### config.mk
export PLATFORM = sky130hd
export DESIGN_NAME = seg_scan
export DESIGN_NICKNAME = d
export VERILOG_FILES = /design/src/rtl/seg_scan.sv
export SDC_FILE = /design/constraint.sdc
export NUM_CORES = 1
export LEC_CHECK = 0
export ABC_AREA = 1
export CAP_MARGIN = 20
export CELL_PAD_IN_SITES_DETAIL_PLACEMENT = 1
export CELL_PAD_IN_SITES_GLOBAL_PLACEMENT = 1
export CORE_MARGIN = 2
export CORE_UTILIZATION = 34
export CTS_CLUSTER_DIAMETER = 60
export DETAILED_ROUTE_END_ITERATION = 16
export GPL_TIMING_DRIVEN = 0
export PLACE_DENSITY_LB_ADDON = 0.3
export SYNTH_ARGS = -nofsm -noshare
export SYNTH_HDL_FRONTEND = slang
export SYNTH_SLANG_ARGS = --single-unit
### constraint.sdc
create_clock -name clk -period 1.9 [get_ports clk]
set_input_delay 0.38 -clock clk [delete_from_list [all_inputs] [get_ports clk]]
set_output_delay 0.38 -clock clk [all_outputs]
set_load 0.005 [all_outputs]
### src/rtl/seg_scan.sv
// Four-digit seven-segment scan driver: steps a digit index at a programmable rate,
// shows a per-frame snapshot of the inputs and blanks the start of every digit slot.
module seg_scan #(
    parameter int unsigned DIV   = 100000,
    parameter int unsigned BLANK = 1000
) (
    input  logic        clk,
    input  logic        rst,
    input  logic [15:0] data,
    input  logic [3:0]  en,
    input  logic [3:0]  dp,
    output logic [1:0]  sel,
    output logic        digit_on,
    output logic [6:0]  seg,
    output logic        dp_n,
    output logic        frame_done
);

    localparam int unsigned CW = (DIV > 2) ? $clog2(DIV) : 1;

    logic [CW-1:0] cnt;
    logic [15:0]   sh_data;
    logic [3:0]    sh_en;
    logic [3:0]    sh_dp;

    logic          wrap_c;
    logic          lit_c;
    logic [3:0]    nib_c;
    logic [6:0]    hex_c;

    assign wrap_c = (cnt == CW'(DIV - 1));

    // Prescaler, digit index and end-of-frame snapshot of the display inputs.
    always_ff @(posedge clk) begin
        if (rst) begin
            cnt        <= '0;
            sel        <= 2'd0;
            sh_data    <= 16'h0000;
            sh_en      <= 4'h0;
            sh_dp      <= 4'h0;
            frame_done <= 1'b0;
        end else begin
            frame_done <= 1'b0;
            if (wrap_c) begin
                cnt <= '0;
                sel <= sel + 2'd1;
                if (sel == 2'd3) begin
                    sh_data    <= data;
                    sh_en      <= en;
                    sh_dp      <= dp;
                    frame_done <= 1'b1;
                end
            end else begin
                cnt <= cnt + CW'(1);
            end
        end
    end

    // With no blanking window the slot is lit throughout; avoids a constant compare.
    generate
        if (BLANK == 0) begin : g_noblank
            assign lit_c = 1'b1;
        end else begin : g_blank
            assign lit_c = (cnt >= CW'(BLANK));
        end
    endgenerate

    assign nib_c = sh_data[{sel, 2'b00} +: 4];

    // Hex digit to active-low {g,f,e,d,c,b,a}.
    always_comb begin
        hex_c = 7'h7F;
        case (nib_c)
            4'h0: hex_c = 7'h40;
            4'h1: hex_c = 7'h79;
            4'h2: hex_c = 7'h24;
            4'h3: hex_c = 7'h30;
            4'h4: hex_c = 7'h19;
            4'h5: hex_c = 7'h12;
            4'h6: hex_c = 7'h02;
            4'h7: hex_c = 7'h78;
            4'h8: hex_c = 7'h00;
            4'h9: hex_c = 7'h10;
            4'hA: hex_c = 7'h08;
            4'hB: hex_c = 7'h03;
            4'hC: hex_c = 7'h46;
            4'hD: hex_c = 7'h21;
            4'hE: hex_c = 7'h06;
            4'hF: hex_c = 7'h0E;
            default: hex_c = 7'h7F;
        endcase
    end

    assign digit_on = sh_en[sel] & lit_c;

    always_comb begin
        seg  = 7'h7F;
        dp_n = 1'b1;
        if (digit_on) begin
            seg  = hex_c;
            dp_n = ~sh_dp[sel];
        end
    end

endmodule
==> results.py <==
metrics = {
    "sta": {
        "finalClockSkew_ns": 0.00703,
        "finalCriticalPeriod_ns": 2.25,
        "clock.fmax_mhz": 445,
        "setup_viol": 9,
        "setup_tns_ns": -2.21,
        "hold_viol": 0,
        "whs_ns": 0.458,
        "worst_slack_ns": -0.349,
        "relSlewSlack_pct": 78.3,
        "worst_pin_slew_ns": 0.322,
        "rsz0062_at_grt": "yes",
        "period_share_pct": 118,
        "maxSlewViolCount": 0,
    },
    "clock_tree": {
        "cts_buffer_depth": 2,
        "path_clk_slew_ns": 0.09,
        "root_buffer": "clkbuf_8",
        "clock_sinks": 44,
        "clock_latency_ns": 0.29,
        "cts_tree": "yes",
        "cts_hold_buf": 0,
        "numCtsBuffers": 5,
        "htree_levels": 2,
    },
    "cells_and_area": {
        "fin_nets": 497,
        "num-fill-cells": 969,
        "fin_cells": 562,
        "diodes": 0,
        "final_core_util_pct": 49.0,
        "synthToLayoutAreaGrowth_pct": 40.6,
        "layout_commonest_cell": "nand2_1",
        "register_area_sq_um": 891,
        "drive_gt1_share_pct": 24.0,
        "multi_input_area_sq_um": 1570,
        "layout_common_cells": "nand2_1 (110), nor2_1 (73), inv_1 (42)",
    },
    "job": {
        "drv_cap": 0,
    },
    "synthesis": {
        "ys_seq_area_share_pct": 35.0,
        "synth_area_sq_um": 2510,
        "synth_nets": 431,
        "yosys.area.top_type_share_pct": 35.0,
        "syn_inst": 396,
        "synth.area.top_cells": "dfxtp_1 (35%), nand2_1 (19%), nor2_1 (11%)",
        "synth.distinct_cells": 24,
        "avgSynthCellArea_sq_um": 6.35,
        "yosysWarningCount": 0,
        "yosys.area.top_type": "dfxtp_1",
        "ys_ff_latch": 44,
    },
    "die": {
        "die-area_sq_um": 8100,
        "boundaryPins": 38,
        "initial_core_util_pct": 34.8,
        "dieWidth_microns": 90.0,
        "rows": 31,
        "die_h_microns": 90.0,
        "core_sq_um": 7210,
    },
    "routing": {
        "ant_nets": 0,
        "wl_microns": 7740,
        "vias_per_cell": 4.67,
        "drc_errors": 0,
        "first_pass_iters": 5,
        "wire_per_inst_microns": 13.8,
        "initialDrtViolationCount": 65,
        "num_vias": 2625,
    },
    "global_routing": {
        "groute.usage.overall_pct": 19.6,
        "antenna_found_initial": 0,
        "grt_max_degree": 14,
        "grt_pass1_wl_microns": 12900,
        "grt_overflow": 0,
        "grt_pass1_vias": 2727,
    },
    "worst_setup_path": {
        "end_kind": "output pin",
        "crit_fanout": 6,
        "worstSetupStartpointType": "register",
        "path_cells": "inv_4, buf_8, nand2_2, nand2_1, nand2_2, nand2_4, ha_4, inv_4, nor3_2, nor2_1, nand2_1, buf_2",
        "cp_slowest_cell": "dfxtp_4",
        "critPathRequiredTime_ns": 1.52,
        "cpLargestDelayFamily": "simple AND/OR/NAND/NOR gates",
        "slowest_delay_ns": 0.38,
        "worstSetupPathType": "reg -> out",
        "path_buf_inv": 4,
        "crit_arrival_ns": 1.87,
    },
    "placed_design": {
        "pre_cts_ws_ns": -0.787,
        "globalplace.congestion": 0.835,
        "io_buffers": 37,
        "dp_cells": 532,
        "dp_hpwl_microns": 5170,
    },
    "power_and_ir_drop": {
        "peakVddDrop_uv": 326,
        "power_leakage_nw": 1.53,
        "p_per_area_nw_per_um2": 490,
    },
    "hold_path": {
        "worst_hold_path_type": "reg -> reg",
    },
    "outcome": {
        "violations": "negative setup slack",
        "status": "complete, but fails checks",
    },
}
[synthesized netlist by cell type, drive strengths merged]
cell and n:
nor3 6, nand3b 1, nand2 129, nand4 6, clkinv 1, xor2 5
inv 52, buf 11, a21oi 12, nor2 78, dfxtp 44, o21ai 11
xnor2 2, nand3 29, ha 9
[path summary, 6_finish.rpt]
check | slack, ns | to | cells past startpoint | startpoint
setup / recovery | -0.35 | seg[5] | 12 | sel[0]$_SDFFE_PP0N_
hold / removal | 0.46 | cnt[0]$_SDFF_PP0_ | 1 | cnt[0]$_SDFF_PP0_
setup reg to reg | 0.21 | cnt[6]$_SDFF_PP0_ | 7 | cnt[0]$_SDFF_PP0_
hold reg to reg | 0.46 | cnt[0]$_SDFF_PP0_ | 1 | cnt[0]$_SDFF_PP0_
[logic make-up (layout without fill, tap and decap cells)]
| logic type | after synthesis | after routing | synth area share, % |
|---|---|---|---|
| AO/OA/AOI/OAI | 23 | 23 | 4.58 |
| XOR/XNOR | 7 | 7 | 2.44 |
| adder cells (fa/ha/maj) | 9 | 9 | 4.48 |
| buffers and inverters | 64 | 131 | 11.3 |
| flip-flops | 44 | 44 | 35.0 |
| AND/OR/NAND/NOR | 249 | 249 | 42.1 |
[cell type report]
class / count / area share [%]
Buffer: 11 / 3.01
Multi-Input combinational cell: 288 / 44.4
Inverter: 53 / 6.23
Timing Repair Buffer: 59 / 14.6
Sequential cell: 44 / 25.2
Clock buffer: 6 / 2.05
Clock inverter: 2 / 0.991
Tap cell: 99 / 3.50
[registers in the layout (all words and copies together) (netlist names)]
| register | count |
|---|---|
| frame_done | 1 |
| sh_data | 16 |
| sel | 2 |
| cnt | 17 |
| sh_dp | 4 |
| sh_en | 4 |
[layer usage]
layer | vias to the layer above | GRT usage [%] | share of wire, % | wire length (microns)
li1 | 1334 | - | - | -
met1 | 1238 | 22.8 | 43 | 3310
met2 | 45 | 36.6 | 53 | 4090
met3 | 8 | 4.02 | 2.9 | 224
met4 | 0 | 4.87 | 1.4 | 107
met5 | - | 0 | 0 | 0
[report_power, final]
part	switching (mW)	total (mW)	internal, mW
clock network	0.324	0.715	0.391
registers	0.00474	0.928	0.924
logic	0.0343	0.0886	0.0543
[stage by stage]
step / instance area [sq um] / total power [mW]
6_report: 3530 / 1.73
5_1_grt: 3530 / 1.82
4_1_cts: 3470 / 1.76
3_5_place_dp: 3010 / 1.04
3_3_place_gp: 3010 / 1.04
2_1_floorplan: 2520 / 0.977
[timing repair]
action	CTS	global route
setup buffers	18	5
gates resized for setup	103	12
endpoints found under the setup margin	9	9
pin swaps	18	10
Note: power is estimated with default switching activity, not from simulation.
